### config.mk
export PLATFORM = sky130hd
export DESIGN_NAME = fifo_uart_rx
export DESIGN_NICKNAME = d
export VERILOG_FILES = /design/src/rtl/fifo_uart_pkg.sv /design/src/rtl/fifo_uart_rx_sync.sv /design/src/rtl/fifo_uart_rx.sv
export SDC_FILE = /design/constraint.sdc
export NUM_CORES = 1
export LEC_CHECK = 0
export ABC_AREA = 0
export ABC_CLOCK_PERIOD_IN_PS = 3700
export CAP_MARGIN = 10
export CELL_PAD_IN_SITES_DETAIL_PLACEMENT = 1
export CELL_PAD_IN_SITES_GLOBAL_PLACEMENT = 1
export CORE_ASPECT_RATIO = 1.4
export CORE_MARGIN = 2
export CORE_UTILIZATION = 46
export CTS_CLUSTER_SIZE = 28
export DETAILED_ROUTE_END_ITERATION = 8
export PLACE_DENSITY = 0.83
export SLEW_MARGIN = 25
export SYNTH_ARGS = -nofsm -noshare
export SYNTH_HDL_FRONTEND = slang
export SYNTH_HIERARCHICAL = 1
export SYNTH_SLANG_ARGS = --single-unit
export TNS_END_PERCENT = 1
### constraint.sdc
create_clock -name clk -period 3.7 [get_ports clk]
set_input_delay 0.74 -clock clk [delete_from_list [all_inputs] [get_ports clk]]
set_output_delay 0.74 -clock clk [all_outputs]
set_load 0.03 [all_outputs]
### src/rtl/fifo_uart_pkg.sv
// Shared types and default parameters for the UART receiver feeding the 16x8 byte FIFO.
package fifo_uart_pkg;

    typedef enum logic [2:0] {IDLE, START, DATA, STOP, WAIT_HIGH} rx_state_t;

    localparam int DATA_W_DEF       = 8;
    localparam int CLKS_PER_BIT_DEF = 16;

endpackage

### src/rtl/fifo_uart_rx_sync.sv
// Two-flop synchroniser for the asynchronous serial line; resets to the idle (high) level.
module uart_rx_sync (
    input  logic clk,
    input  logic rst,
    input  logic d,
    output logic q
);

    logic meta_p0;

    always_ff @(posedge clk or posedge rst) begin
        if (rst) begin
            meta_p0 <= 1'b1;
            q       <= 1'b1;
        end else begin
            meta_p0 <= d;
            q       <= meta_p0;
        end
    end

endmodule

### src/rtl/fifo_uart_rx.sv
// 8N1 UART receiver: deserialises frames on rxd and pushes good bytes into the FIFO write port,
// flagging framing errors and bytes dropped on a full FIFO.
module fifo_uart_rx
    import fifo_uart_pkg::*;
#(
    parameter int CLKS_PER_BIT = CLKS_PER_BIT_DEF,
    parameter int DATA_W       = DATA_W_DEF
) (
    input  logic              clk,
    input  logic              rst,
    input  logic              rxd,
    input  logic              full,
    input  logic              err_clr,
    output logic              wr,
    output logic [DATA_W-1:0] din,
    output logic              busy,
    output logic              frame_err,
    output logic              overflow
);

    localparam int CNT_W = $clog2(CLKS_PER_BIT);
    localparam int IDX_W = (DATA_W > 1) ? $clog2(DATA_W) : 1;

    localparam logic [CNT_W-1:0] HALF_LAST = CNT_W'(CLKS_PER_BIT / 2 - 1);
    localparam logic [CNT_W-1:0] BIT_LAST  = CNT_W'(CLKS_PER_BIT - 1);
    localparam logic [IDX_W-1:0] IDX_LAST  = IDX_W'(DATA_W - 1);

    rx_state_t         state;
    logic [CNT_W-1:0]  cnt;
    logic [IDX_W-1:0]  idx;
    logic [DATA_W-1:0] shreg;
    logic              rxd_s;

    logic half_end;
    logic bit_end;
    logic stop_smp;
    logic accept;
    logic ovf_set;
    logic fe_set;

    uart_rx_sync u_sync (
        .clk (clk),
        .rst (rst),
        .d   (rxd),
        .q   (rxd_s)
    );

    assign half_end = (cnt == HALF_LAST);
    assign bit_end  = (cnt == BIT_LAST);
    assign stop_smp = (state == STOP) && bit_end;
    assign accept   = stop_smp &&  rxd_s && !full;
    assign ovf_set  = stop_smp &&  rxd_s &&  full;
    assign fe_set   = stop_smp && !rxd_s;
    assign busy     = (state != IDLE);

    // Control path: FSM, baud counter, bit index, write strobe and sticky flags.
    always_ff @(posedge clk or posedge rst) begin
        if (rst) begin
            state     <= IDLE;
            cnt       <= '0;
            idx       <= '0;
            wr        <= 1'b0;
            din       <= '0;
            frame_err <= 1'b0;
            overflow  <= 1'b0;
        end else begin
            wr <= accept;
            if (accept) begin
                din <= shreg;
            end

            // A set in the same cycle as err_clr takes precedence.
            if (fe_set) begin
                frame_err <= 1'b1;
            end else if (err_clr) begin
                frame_err <= 1'b0;
            end
            if (ovf_set) begin
                overflow <= 1'b1;
            end else if (err_clr) begin
                overflow <= 1'b0;
            end

            case (state)
                IDLE: begin
                    cnt <= '0;
                    if (!rxd_s) begin
                        state <= START;
                    end
                end
                START: begin
                    if (half_end) begin
                        cnt   <= '0;
                        idx   <= '0;
                        state <= rxd_s ? IDLE : DATA;
                    end else begin
                        cnt <= cnt + 1'b1;
                    end
                end
                DATA: begin
                    if (bit_end) begin
                        cnt <= '0;
                        if (idx == IDX_LAST) begin
                            state <= STOP;
                        end else begin
                            idx <= idx + 1'b1;
                        end
                    end else begin
                        cnt <= cnt + 1'b1;
                    end
                end
                STOP: begin
                    if (bit_end) begin
                        cnt   <= '0;
                        state <= rxd_s ? IDLE : WAIT_HIGH;
                    end else begin
                        cnt <= cnt + 1'b1;
                    end
                end
                WAIT_HIGH: begin
                    // A line stuck low after a bad stop bit must not look like a new start.
                    cnt <= '0;
                    if (rxd_s) begin
                        state <= IDLE;
                    end
                end
                default: begin
                    cnt   <= '0;
                    state <= IDLE;
                end
            endcase
        end
    end

    // Data path: shift register needs no reset, every bit is rewritten before use.
    always_ff @(posedge clk) begin
        if ((state == DATA) && bit_end) begin
            shreg[idx] <= rxd_s;
        end
    end

endmodule

After elaboration in Yosys (flattened, before gate mapping)
Cells that the tools add are included.
{"block": "totals", "input_bits": 5, "register_bits": 31}
{"block": "classes", "n_eq_ne": 14, "n_addsub": 2, "n_reduce_logical": 17, "magnitude_cmp": 2, "mux": 22}
{"op": "3-bit 2-to-1 mux", "count": 10}
{"op": "3-bit one-hot mux with 5 select lines", "count": 1}
{"op": "2-bit != test (second input constant)", "count": 6}
{"op": "8-bit bitwise mux", "count": 1}
{"op": "4-bit 2-to-1 mux", "count": 2}
{"op": "4-bit one-hot mux with 2 select lines", "count": 1}
{"op": "1-bit logical AND", "count": 7}
{"op": "3-bit by 2-bit == test with 1-bit output (second input constant)", "count": 2}
{"op": "3-bit == test (second input constant)", "count": 2}
{"op": "3-bit one-hot mux with 2 select lines", "count": 1}
{"op": "6-bit AND reduction", "count": 1}
{"op": "2-bit nonzero test", "count": 3}
{"op": "4-bit by 1-bit adder with 4-bit output (second input constant)", "count": 1}
{"op": "4-bit by 3-bit == test with 1-bit output (second input constant)", "count": 1}
{"op": "4-bit == test (second input constant)", "count": 1}
{"op": "3-bit by 4-bit less-than comparator with 1-bit output (second input constant)", "count": 1}
{"op": "1-bit 2-to-1 mux", "count": 4}
{"op": "4-bit AND reduction", "count": 1}
{"op": "3-bit by 1-bit adder with 3-bit output (second input constant)", "count": 1}
{"op": "1-bit demux with 3-bit select", "count": 1}
{"op": "3-bit by 1-bit == test with 1-bit output (second input constant)", "count": 1}
{"op": "3-bit by 1-bit >= comparator with 1-bit output (second input constant)", "count": 1}
{"op": "3-bit zero test", "count": 1}
{"op": "3-bit nonzero test", "count": 1}
{"op": "other kinds (4)", "count": 5}

Longest topological paths before layout
{"block": "depth", "depth_word": 5, "mapped_depth": 6}

Modules after synthesis
The synthesis kept the hierarchy.
{"mod": "fifo_uart_rx", "cells_each": 108, "area_per_inst_um2": 1287.5, "instances": 1}
{"mod": "uart_rx_sync", "cells_each": 3, "area_per_inst_um2": 56.3, "instances": 1}

Worst setup path before layout
Ideal clock, no wire load.
{"block": "synth_path", "path_kind": "register to output", "from": "register state[2]", "to": "output port busy", "path_stages_with_launch": 3, "slack_ns": 1.899, "t_arrival_ns": 1.061, "required_ns": 2.960, "cell_sequence": "dfrtp_1 -> clkbuf_1 -> or3_1"}
{"block": "synth_between", "elab_chain_len": 1}
{"item": "from (decl)", "line": "fifo_uart_rx.sv:28", "rtl": "rx_state_t state;"}
{"item": "from (signal assigned)", "line": "fifo_uart_rx.sv:95", "rtl": "state <= rxd_s ? IDLE : DATA;"}
{"item": "from (signal assigned)", "line": "fifo_uart_rx.sv:115", "rtl": "state <= rxd_s ? IDLE : WAIT_HIGH;"}
{"item": "3-bit nonzero test", "line": "fifo_uart_rx.sv:54", "rtl": "assign busy = (state != IDLE);"}
{"item": "to (decl)", "line": "fifo_uart_rx.sv:16", "rtl": "output logic busy,"}
No other way between the ends.

Final worst setup path
Same ends and word-level chain as after synthesis.

==> flow_metrics.py <==
metrics = {
    "clocking": {
        "ctsHoldBuffers": 0,
        "cts_resized": 0,
        "cts_tree": "done",
        "clk_pin_slew_ns": 0.06,
        "cts_sinks": 31,
        "post_cts_buffers": 0,
        "cts_buffers": 5,
        "h-tree-depth": 2,
        "clockBufferDepth": 2,
        "clk-insertion-delay-late_ns": 0.28,
        "root_buffer": "clkbuf_8",
    },
    "route": {
        "post-route-drc-count": 0,
        "vias": 864,
        "detail_route.vias_per_cell": 5.14,
        "drt_wl_total_mm": 2.64,
        "routed.top_layer": "met4",
        "drt_first_pass_iters": 3,
        "wl_per_cell_um": 15.7,
        "antenna_left": 0,
        "met2_length_mm": 1.45,
        "first_iter_violations": 17,
        "wl_met1_mm": 1.01,
        "wl_met3_um": 85,
    },
    "floorplanning": {
        "die-width_um": 49.7,
        "core-area_um2": 2820,
        "start_util": 0.476,
        "rows": 23,
        "die_y_um": 68.0,
        "ioPinCount": 17,
        "dieArea_um2": 3380,
    },
    "synthesis": {
        "synthDistinctLibCells": 31,
        "netlist_instances": 111,
        "yosys_warnings": 6,
        "synthesis.nets": 119,
        "synth_area_um2": 1340,
        "yosys.area.top_type": "dfrtp_1",
        "yosys-top-cells-area": "dfrtp_1, edfxtp_1, mux2_2",
        "avgSynthCellArea_um2": 12.1,
        "synth_seq_cells": 31,
        "seq_area_frac_synth": 0.609,
        "synth_top_area_frac": 0.391,
    },
    "outcome": {
        "status": "finished, final reports clean",
    },
    "timing": {
        "rsz0062_at_grt": "no",
        "worst_pin_slew_ns": 0.832,
        "setup_tns_ns": 0,
        "fmax_mhz": 391,
        "finalSetupViolations": 0,
        "min_period_ns": 2.56,
        "finalHoldViolCount": 0,
        "slew_violations": 0,
        "slew_headroom": 0.445,
        "final.period_utilization": 0.691,
        "finClkSkew_ns": 0.00601,
        "setup_ws_ns": 1.14,
    },
    "cells_and_area": {
        "fin_util": 0.578,
        "final_area_um2": 1630,
        "antenna_cells": 0,
        "nNetsFinal": 138,
        "fillerInstances": 309,
        "area_growth_syn_to_layout_pct": 21.2,
        "drive_gt1_frac": 0.145,
    },
    "global_route": {
        "antenna_found_initial": 0,
        "grt_pass1_vias": 942,
        "globalRouteTotalUtil": 0.192,
        "gr-total-overflow": 0,
        "grt_pass1_wl_mm": 4.53,
        "grt_max_degree": 22,
    },
    "worst_setup_path": {
        "crit_type": "flop to primary output",
        "crit_arrival_ns": 1.82,
        "startpoint_type": "flop",
        "endpoint_kind": "primary output",
        "path_max_fanout": 13,
        "required_ns": 2.96,
    },
    "placed_design": {
        "place_hpwl_mm": 1.95,
        "port_buffers": 16,
        "placed_area_um2": 1530,
        "routabilityCongestion": 0.774,
        "place_ws_ns": 1.36,
    },
    "power": {
        "ir_drop_mv": 0.574,
        "powerDensity_nw_per_um2": 744,
        "p_leak_nw": 0.669,
    },
    "job": {
        "maxCapViolations": 0,
    },
    "min_path": {
        "min_path_type": "flop to flop",
    },
}
path summary, 6_finish.rpt:
path	start	end	slack, ns	cells after the start
worst max-delay path	state[2]	busy	1.14	2
worst min-delay path	u_sync/meta_p0	u_sync/q	0.36	0
worst max register to register	cnt[0]	shreg[1]	1.86	5
worst min register to register	u_sync/meta_p0	u_sync/q	0.36	0
max in group asynchronous	rst	din[1]	2.23	2
min in group asynchronous	rst	u_sync/meta_p0	0.81	2
cell type report:
class / instances / area (um^2) / area share
clock buffer: 8 / 100 / 0.0614
multi-input combinational: 68 / 474 / 0.291
timing repair buffer: 16 / 160 / 0.0983
inverter: 8 / 30.0 / 0.0184
tap: 37 / 46.3 / 0.0284
sequential: 31 / 818 / 0.502
stage by stage:
step | instances | hold slack (ns) | total power [mW]
floorplan | 111 | 0.345 | 0.797
global placement | 160 | 0.349 | 0.911
detailed placement | 160 | 0.349 | 0.935
CTS | 168 | 0.361 | 1.23
global route | 168 | 0.364 | 1.29
finish | 168 | 0.359 | 1.21
logic make-up after synthesis:
group           count (synthesis)  synth area share
simple gates                   38             0.152
flops                          31             0.609
compound gates                 13            0.0642
buf+inv                        12            0.0382
mux                            11            0.0894
xor+xnor                        3            0.0196
fa+ha+maj                       3            0.0279
cells in the final DEF, fill, tap and decap left out, types with 3 or more instances in the layout:
master / count
a21oi_1: 3
mux2i_1: 3
xnor2_1: 3
clkdlybuf4s50_1: 16
dfrtp_1: 21
nand3_1: 4
inv_1: 8
clkbuf_8: 7
ha_1: 3
mux2_2: 8
edfxtp_1: 8
nand2b_1: 3
nor2_1: 8
nor3_1: 7
nand2_1: 8
per-layer routing:
layer  track usage  vias up
met5             0        -
li1              -      425
met4         0.146        0
met2         0.338       14
met3        0.0546        5
met1         0.191      420
power breakdown:
group	internal [mW]	switching, mW	total (mW)	leakage (nW)
Combinational	0.184	0.220	0.404	0.250
Clock	0.170	0.122	0.291	0.0515
Sequential	0.431	0.0859	0.517	0.368
sequential cells by signal, summed over array words and instances (netlist names):
register	cells
wr	1
overflow	1
u_sync/meta_p0	1
shreg	8
state	3
idx	3
cnt	4
frame_err	1
din	8
u_sync/q	1
cell usage after synthesis (all sizes together):
cell type	instances
o2bb2ai	1
ha	3
buf	3
o22ai	2
a211oi	1
a41oi	1
dfstp	2
a21oi	3
nand4b	2
o41ai	1
nand2	8
nor2b	2
a31oi	2
nor3b	1
xnor2	3
inv	8
dfrtp	21
mux2i	3
nor2	8
edfxtp	8
nand2b	3
nand3	5
clkbuf	1
nor3	8
mux2	8
o21ai	1
o21a	1
or3	1
worst max-delay path, stage by stage, from the launching register on:
cell             delay [ns]
dfrtp_1                0.54
or3_1                  0.39
clkdlybuf4s50_1        0.60
No activity file was read; power rests on OpenSTA's default activity.
